==> config.mk <==
export PLATFORM = sky130hd
export DESIGN_NAME = data_mem_sequencer
export DESIGN_NICKNAME = d
export VERILOG_FILES = /design/src/rtl/data_mem_sequencer.sv
export SDC_FILE = /design/constraint.sdc
export NUM_CORES = 1
export LEC_CHECK = 0
export CAP_MARGIN = 25
export CORE_ASPECT_RATIO = 1.5
export CORE_MARGIN = 1.5
export CORE_UTILIZATION = 30
export DETAILED_ROUTE_END_ITERATION = 10
export SYNTH_ARGS = -nofsm -noshare
export SYNTH_HDL_FRONTEND = slang
export SYNTH_SLANG_ARGS = --single-unit
==> constraint.sdc <==
create_clock -name i_clk -period 3.4 [get_ports i_clk]
set_input_delay 0.85 -clock i_clk [delete_from_list [all_inputs] [get_ports i_clk]]
set_output_delay 0.85 -clock i_clk [all_outputs]
set_load 0.05 [all_outputs]
==> src/rtl/data_mem_sequencer.sv <==
// Sequences byte/half/word/dword requests onto a byte-wide big-endian data RAM,
// one RAM byte per cycle, MSB first, with a single registered completion pulse.
module data_mem_sequencer #(
  parameter int MEM_DEPTH = 256,
  parameter int MEM_AW    = $clog2(MEM_DEPTH)
) (
  input  logic              i_clk,
  input  logic              i_reset,
  input  logic              i_req_valid,
  output logic              o_req_ready,
  input  logic              i_req_rw,
  input  logic [1:0]        i_req_mode,
  input  logic [31:0]       i_req_addr,
  input  logic [63:0]       i_req_wdata,
  output logic              o_rsp_valid,
  output logic              o_rsp_err,
  output logic [63:0]       o_rsp_rdata,
  output logic              o_mem_en,
  output logic              o_mem_we,
  output logic [MEM_AW-1:0] o_mem_addr,
  output logic [7:0]        o_mem_wbyte,
  input  logic [7:0]        i_mem_rbyte
);

  typedef enum logic [1:0] {S_IDLE, S_ACCESS, S_RESP} state_t;

  typedef struct packed {
    logic              rw;
    logic [1:0]        mode;
    logic [MEM_AW-1:0] addr;
    logic [63:0]       wdata;
  } req_t;

  state_t      r_state, w_state_nxt;
  req_t        r_req;
  logic [2:0]  r_cnt;
  logic [55:0] r_acc;
  logic        r_rsp_valid, r_rsp_err;
  logic [63:0] r_rsp_rdata;

  logic        w_misalign;
  logic [2:0]  w_last;
  logic [2:0]  w_bidx;
  logic [63:0] w_acc_nxt;
  logic        w_unused_addr;

  // Address bits above the RAM width are deliberately dropped.
  assign w_unused_addr = ^i_req_addr[31:MEM_AW];

  always_comb begin
    w_misalign = 1'b0;
    case (i_req_mode)
      2'b01:   w_misalign = i_req_addr[0];
      2'b10:   w_misalign = |i_req_addr[1:0];
      2'b11:   w_misalign = |i_req_addr[2:0];
      default: w_misalign = 1'b0;
    endcase
  end

  always_comb begin
    w_last = 3'd0;
    case (r_req.mode)
      2'b01:   w_last = 3'd1;
      2'b10:   w_last = 3'd3;
      2'b11:   w_last = 3'd7;
      default: w_last = 3'd0;
    endcase
  end

  assign w_bidx    = w_last - r_cnt;
  assign w_acc_nxt = {r_acc, i_mem_rbyte};

  always_ff @(posedge i_clk) begin
    if (i_reset) r_state <= S_IDLE;
    else         r_state <= w_state_nxt;
  end

  // RAM strobes are masked during reset so an aborted access stops at the reset edge.
  always_comb begin
    w_state_nxt = r_state;
    o_mem_en    = 1'b0;
    o_mem_we    = 1'b0;
    o_mem_addr  = '0;
    o_mem_wbyte = '0;
    case (r_state)
      S_IDLE: begin
        if (i_req_valid) w_state_nxt = w_misalign ? S_RESP : S_ACCESS;
      end
      S_ACCESS: begin
        o_mem_en    = ~i_reset;
        o_mem_we    = r_req.rw & ~i_reset;
        o_mem_addr  = r_req.addr + MEM_AW'(r_cnt);
        o_mem_wbyte = r_req.wdata[{w_bidx, 3'b000} +: 8];
        if (r_cnt == w_last) w_state_nxt = S_RESP;
      end
      S_RESP:  w_state_nxt = S_IDLE;
      default: w_state_nxt = S_IDLE;
    endcase
  end

  always_ff @(posedge i_clk) begin
    if (i_reset) begin
      r_req       <= '0;
      r_cnt       <= '0;
      r_acc       <= '0;
      r_rsp_valid <= 1'b0;
      r_rsp_err   <= 1'b0;
      r_rsp_rdata <= '0;
    end else begin
      r_rsp_valid <= 1'b0;
      r_rsp_err   <= 1'b0;
      r_rsp_rdata <= '0;
      case (r_state)
        S_IDLE: begin
          if (i_req_valid) begin
            r_req.rw    <= i_req_rw;
            r_req.mode  <= i_req_mode;
            r_req.addr  <= i_req_addr[MEM_AW-1:0];
            r_req.wdata <= i_req_wdata;
            r_cnt       <= '0;
            r_acc       <= '0;
            if (w_misalign) begin
              r_rsp_valid <= 1'b1;
              r_rsp_err   <= 1'b1;
            end
          end
        end
        S_ACCESS: begin
          if (!r_req.rw) r_acc <= w_acc_nxt[55:0];
          if (r_cnt == w_last) begin
            r_cnt       <= '0;
            r_rsp_valid <= 1'b1;
            r_rsp_rdata <= r_req.rw ? 64'd0 : w_acc_nxt;
          end else begin
            r_cnt <= r_cnt + 3'd1;
          end
        end
        default: ;
      endcase
    end
  end

  assign o_req_ready = (r_state == S_IDLE) & ~i_reset;
  assign o_rsp_valid = r_rsp_valid;
  assign o_rsp_err   = r_rsp_err;
  assign o_rsp_rdata = r_rsp_rdata;

endmodule

==> results.ini, run 1 <==
[placed_design]
dp_slack_ns=0.176
dp.cells=1164
dpl_cell_area_um2=9140
dpl.hpwl_um=11600
gp_congestion=0.760
io_buffers=170

[synth]
ys_seq_area_frac=0.559
synth_nets=834
synth.distinct_cells=39
synth_common_cells=202 x dfxtp_1, 161 x nand2_1, 83 x a21oi_1
ys_warn_count=0
synth_top_cell_by_area=dfxtp_1
postSynthAreaPerCell_um2=10.1
synthCells=716
synthArstFlopShare=0
synth_top_area_frac=0.559
ys_ff_latch=202
synth-edff-count=0
syn_area_um2=7240
synthMostInstantiatedCell=dfxtp_1
synth.area.top_cells=dfxtp_1 56%, nand2_1 8.4%, a22o_1 6.8%
synth_ff_type=dfxtp_1

[clock_tree]
hold_buffers=0
clk_pin_slew_ns=0.06
worst_skew_pair.late_latency_ns=0.49
clockBufferDepth=3
cts_tree=built
cts_root_buf=clkbuf_16
clkSinkCount=202
numCtsBuffers=20
cts-htree-levels=1

[pwr]
powerDensity_nw_per_um2=529
combPwrFrac=0.104
vdd_drop_max_mv=0.337
p_sw_mw=1.23
total_power_mw=5.24
p_int_mw=4.01
pwr-share-seq=0.473
sw_frac_of_total=0.235
clkPwrFrac=0.422
p_leak_nw=3.75

[layout]
syn2layout_area_growth_pct=36.8
final_cell_area_um2=9900
drive_gt1_frac=0.110
fillers=2371
final_cells=1202
final_nets=988
n_antenna_cell=0

[floorplanning]
die_height_um=193
die-area_um2=25100
core_um2=23700
initial_utilization=0.306
die_w_um=130
rows=69
io_pins=195

[worst_setup_path]
critical_path_required_ns=2.55
cp_max_fo=8
r2r_slack_ns=1.18
reg2reg_from=r_req[72]$_SDFFE_PP0P_
cp.arrival_ns=2.82
endpoint_kind=primary output
start_kind=register
worstSetupPathType=register to primary output
r2r-end=o_rsp_rdata[22]$_SDFF_PP0_
crit_path_end=o_mem_wbyte[2]
r2r_cells=7
crit_start=r_req[73]$_SDFFE_PP0P_

[timing]
max_freq_mhz=273
skew_ns=0.00718
maxSlewHeadroom=0.556
rsz0062_at_grt=yes
setup_ws_ns=-0.270
slew_viol_final=0
hold_ws_ns=0.453
tightest_slew_ns=0.667
min_period_ns=3.67
hold_violations=0
finalSetupViolations=8
post-route-period-util=1.08

[detailed_routing]
routed_wl_um=17100
ant_nets=0
wl_per_cell_um=14.3
drc_errors=0
vias_per_cell=4.44
drt_pass1_iterations=4
drt_iter0_drc=217
num_vias=5332

[global_route]
grt_pass1_vias=5209
grt_overflow=0
grt_max_degree=79
grt_use_total=0.135
antenna_found_initial=0
grt_pass1_wl_um=26900

[flow_run]
max-cap-violations=0

[outcome]
violations=negative setup slack
status=finished with violations

[hold_path]
hp-class=register to register

## worst max-delay path, stage by stage, from the launching register on
cell     delay [ns]
dfxtp_2        0.32
nor2_2         0.09
ha_2           0.18
inv_2          0.04
fa_2           0.59
buf_12         0.16
mux4_2         0.55
mux2i_1        0.18
nor2_2         0.07
buf_6          0.16
## sequential cells by signal, indices dropped and copies added, names as in the netlist
signal,count
r_req,75
o_rsp_err,1
r_cnt,3
o_rsp_valid,1
o_rsp_rdata,64
r_state,2
r_acc,56
## cell families (layout without fill, tap and decap cells)
logic type / count (synthesis) / in the layout / synth area share
adder cells (fa/ha/maj): 8 / 8 / 0.0159
AO/OA/AOI/OAI: 148 / 148 / 0.134
buffers and inverters: 59 / 226 / 0.0474
multiplexers: 24 / 24 / 0.0609
flip-flops: 202 / 202 / 0.559
XOR/XNOR: 5 / 5 / 0.00813
AND/OR/NAND/NOR: 270 / 270 / 0.175
## per-layer routing
layer  up-vias  global-route usage  routed length, µm
met4         0              0.0370                300
met5         -                   0                  0
met2       146               0.250               9010
li1       2725                   -                  -
met1      2442               0.153               6830
met3        19              0.0310                994
## layout by cell type (no fill, tap or decap), types with 2 or more instances in the layout
cell type          n
nor2_1            22
clkbuf_16         22
nand2_1          161
and2_1            59
xnor2_1            3
buf_12             5
a22o_1            56
ha_1               5
buf_4             18
nand3_1            4
a21oi_1           83
dfxtp_1          199
dfxtp_2            3
nor2_2             2
o21ai_0            4
a2bb2oi_1          2
or3_1              2
clkinv_4           2
mux2i_1            8
clkinv_2           2
inv_1              4
nand4b_1           2
clkbuf_1           4
mux4_2            16
nor3_1             4
nor2_4             2
clkbuf_8           5
clkdlybuf4s50_1  152
buf_6              8
## what timing repair did
action	4_1_cts	5_1_grt
gates cloned	1	0
setup buffers	2	0
setup endpoints to repair	9	9
pin swaps	6	6
resized for setup	14	5
## worst min path at each step
stage	from	end	slack [ns]	cells past startpoint
after floorplan	r_acc[48]$_SDFFE_PP0P_	o_rsp_rdata[56]$_SDFF_PP0_	0.43	1
after global placement	r_req[4]$_SDFFE_PP0P_	r_req[4]$_SDFFE_PP0P_	0.44	2
after detailed placement	r_acc[48]$_SDFFE_PP0P_	o_rsp_rdata[56]$_SDFF_PP0_	0.44	1
after CTS	r_req[4]$_SDFFE_PP0P_	r_req[4]$_SDFFE_PP0P_	0.45	2
after global routing	r_req[66]$_SDFFE_PP0P_	r_req[66]$_SDFFE_PP0P_	0.47	2
final	r_req[4]$_SDFFE_PP0P_	r_req[4]$_SDFFE_PP0P_	0.45	2
## stage by stage
| stage | util | TNS (ns) |
|---|---|---|
| 2_1_floorplan | - | 0 |
| 3_5_place_dp | 0.387 | 0 |
| 4_1_cts | 0.418 | -2.76 |
| 3_3_place_gp | 0.387 | 0 |
| 5_1_grt | 0.418 | -2.86 |
| 6_report | 0.418 | -2.00 |
## final cells by class
class | instances | area [µm²] | share of cell area
clock inverter | 5 | 57.6 | 0.00582
timing repair buffer | 186 | 1890 | 0.191
clock buffer | 30 | 609 | 0.0616
multi-input combinational | 455 | 2880 | 0.291
inverter | 5 | 18.8 | 0.00190
tap | 319 | 399 | 0.0403
sequential | 202 | 4050 | 0.409
## power by group through the flow
stage	clock (mW)	sequential [mW]	combinational, mW
after global placement	0	2.53	0.541
after CTS	2.28	2.48	0.560
final	2.21	2.48	0.547
after global routing	2.36	2.49	0.601
after detailed placement	0	2.53	0.543
after floorplan	0	2.53	0.327
Power figures use the tool's default switching activity.
==> run 2: changes to the inputs <==
--- a/config.mk
+++ b/config.mk
@@ -10,6 +10,7 @@
 export CORE_MARGIN = 1.5
 export CORE_UTILIZATION = 30
 export DETAILED_ROUTE_END_ITERATION = 10
+export DONT_BUFFER_PORTS = 1
 export SYNTH_ARGS = -nofsm -noshare
 export SYNTH_HDL_FRONTEND = slang
 export SYNTH_SLANG_ARGS = --single-unit
==> results.ini, run 2 (synthesis results as in run 1) <==
[outcome]
status=finished with violations
violations=negative setup slack

[worst_setup_path]
start_kind=register
reg2reg_from=r_req[73]$_SDFFE_PP0P_
worstSetupPathType=register to primary output
endpoint_kind=primary output
critical_path_required_ns=2.55  ; about the same
crit_start=r_req[72]$_SDFFE_PP0P_
cp.arrival_ns=2.81  ; about the same
cp_max_fo=8  ; unchanged

[timing]
hold_violations=0  ; unchanged
max_freq_mhz=273  ; +0.24%
post-route-period-util=1.08  ; -0.00254
finalSetupViolations=8  ; unchanged
maxSlewHeadroom=0.481  ; -0.0748
tightest_slew_ns=0.777  ; +0.110 ns
rsz0062_at_grt=yes
slew_viol_final=0  ; unchanged
setup_ws_ns=-0.261  ; +0.00863 ns
min_period_ns=3.66  ; -0.00863 ns
skew_ns=0.0123  ; +0.00517 ns

[layout]
top_register=r_req
layout_commonest_cell=dfxtp_1
drive_gt1_frac=0.123  ; +0.0134
final_nets=832  ; -16%
final_cell_area_um2=8250  ; -17%
final_cells=1041  ; -13%
n_antenna_cell=0  ; unchanged
largest_reg_flops=75  ; unchanged
syn2layout_area_growth_pct=14.0
layout_common_cells=199 x dfxtp_1, 161 x nand2_1, 83 x a21oi_1, 59 x and2_1, 56 x a22o_1

[placed_design]
io_buffers=0  ; -100%
dpl.hpwl_um=11300  ; -2.9%
dp_slack_ns=0.219  ; +0.0436 ns
gp_congestion=0.779  ; +2.6%
dp.cells=1008  ; -13%
dpl_cell_area_um2=7580  ; -17%

[pwr]
powerDensity_nw_per_um2=596  ; +13%
clkPwrFrac=0.413  ; -0.009
p_leak_nw=3.11  ; -17%
combPwrFrac=0.080  ; -0.024
sw_frac_of_total=0.241  ; +0.00589
total_power_mw=4.92  ; -6.1%
vdd_drop_max_mv=0.385  ; +14%
p_sw_mw=1.18  ; -3.7%
p_int_mw=3.74  ; -6.8%
pwr-share-seq=0.507  ; +0.034

[hold_path]
hp-start=i_reset
hp-class=primary input to register

[detailed_routing]
wl_per_cell_um=15.9  ; +12%
routed_wl_um=16600  ; -3.2%
ant_nets=0  ; unchanged
drt_pass1_iterations=4  ; unchanged
drc_errors=0  ; unchanged
vias_per_cell=4.70  ; +5.9%
num_vias=4890  ; -8.3%
drt_iter0_drc=184  ; -15%

[clock_tree]
cts_tree=built
hold_buffers=0  ; unchanged
clkSinkCount=202  ; unchanged
clk_pin_slew_ns=0.06  ; about the same
numCtsBuffers=20  ; unchanged
worst_skew_pair.late_latency_ns=0.49  ; about the same
cts-htree-levels=1  ; unchanged
cts_root_buf=clkbuf_16
clockBufferDepth=3  ; unchanged

[floorplanning]
die-area_um2=25100  ; unchanged
initial_utilization=0.306  ; unchanged
die_height_um=193  ; unchanged
io_pins=195  ; unchanged
rows=69  ; unchanged
die_w_um=130  ; unchanged
core_um2=23700  ; unchanged

[global_route]
grt_overflow=0  ; unchanged
grt_max_degree=87  ; +10%
grt_pass1_wl_um=26100  ; -3.1%
grt_use_total=0.132  ; -0.00368
antenna_found_initial=0  ; unchanged
grt_pass1_vias=4867  ; -6.6%

[flow_run]
max-cap-violations=0  ; unchanged

==> run 2: cell types whose count changed in the layout (fill, tap and decap cells not counted), moves of 2 or more <==
cell             change
clkbuf_1             -3
clkdlybuf4s50_1    -152
clkinv_2             +2
clkinv_4             -2
nor2_2               -2
nor2_1               +2
clkbuf_8             -4
==> run 2: repair_timing <==
action                                  in CTS  in global routing
resized for setup                           12                  2
hold endpoints to repair                     0                  0
pin swaps                                    1                  3
endpoints found under the setup margin       8                  8
setup buffers                                2                  0
gates cloned                                 1                  0
==> run 2: per-stage QoR <==
step | hold slack (ns) | utilization | TNS [ns]
6_report | 0.427 | 0.349 | -1.98
5_1_grt | 0.403 | 0.349 | -3.02
4_1_cts | 0.400 | 0.349 | -2.54
3_5_place_dp | 0.437 | 0.321 | 0
3_3_place_gp | 0.432 | 0.321 | 0
2_1_floorplan | 0.431 | - | 0
==> run 2: power groups by stage <==
| stage | clock (mW) | combinational [mW] | sequential, mW |
|---|---|---|---|
| global route | 2.20 | 0.439 | 2.50 |
| global placement | 0 | 0.387 | 2.55 |
| detailed placement | 0 | 0.391 | 2.55 |
| finish | 2.03 | 0.394 | 2.50 |
| CTS | 2.11 | 0.406 | 2.50 |
| floorplan | 0 | 0.327 | 2.53 |
==> run 2: cell type report <==
| class | count | area (µm²) |
|---|---|---|
| flip-flops and latches | 202 | 4050 |
| clock inverters | 7 | 47.5 |
| inverters | 5 | 18.8 |
| clock buffers | 23 | 543 |
| well taps | 319 | 399 |
| multi-input cells | 455 | 2870 |
| repair buffers | 30 | 323 |
| fillers | 2411 | 15400 |
==> run 2: per-layer routing <==
metal,part of all wire,track usage,vias to the layer above
met4,0.031,0.0502,0
met5,0,0,-
met1,0.38,0.140,2301
met3,0.071,0.0365,30
li1,-,-,2409
met2,0.52,0.241,150
==> run 2: path summary, 6_finish.rpt <==
path	cells past startpoint	end	slack, ns
hold / removal	1	r_req[4]$_SDFFE_PP0P_	0.43
setup reg to reg	6	o_rsp_rdata[20]$_SDFF_PP0_	1.13
setup / recovery	9	o_mem_wbyte[5]	-0.26
hold reg to reg	2	r_req[3]$_SDFFE_PP0P_	0.44
==> run 2: worst max-delay path: stages (launching register included) <==
cell	delay, ns
dfxtp_2	0.32
nor2_1	0.09
ha_1	0.15
inv_1	0.05
fa_2	0.60
buf_12	0.16
mux4_2	0.53
mux2i_1	0.15
nor2_1	0.08
buf_6	0.18
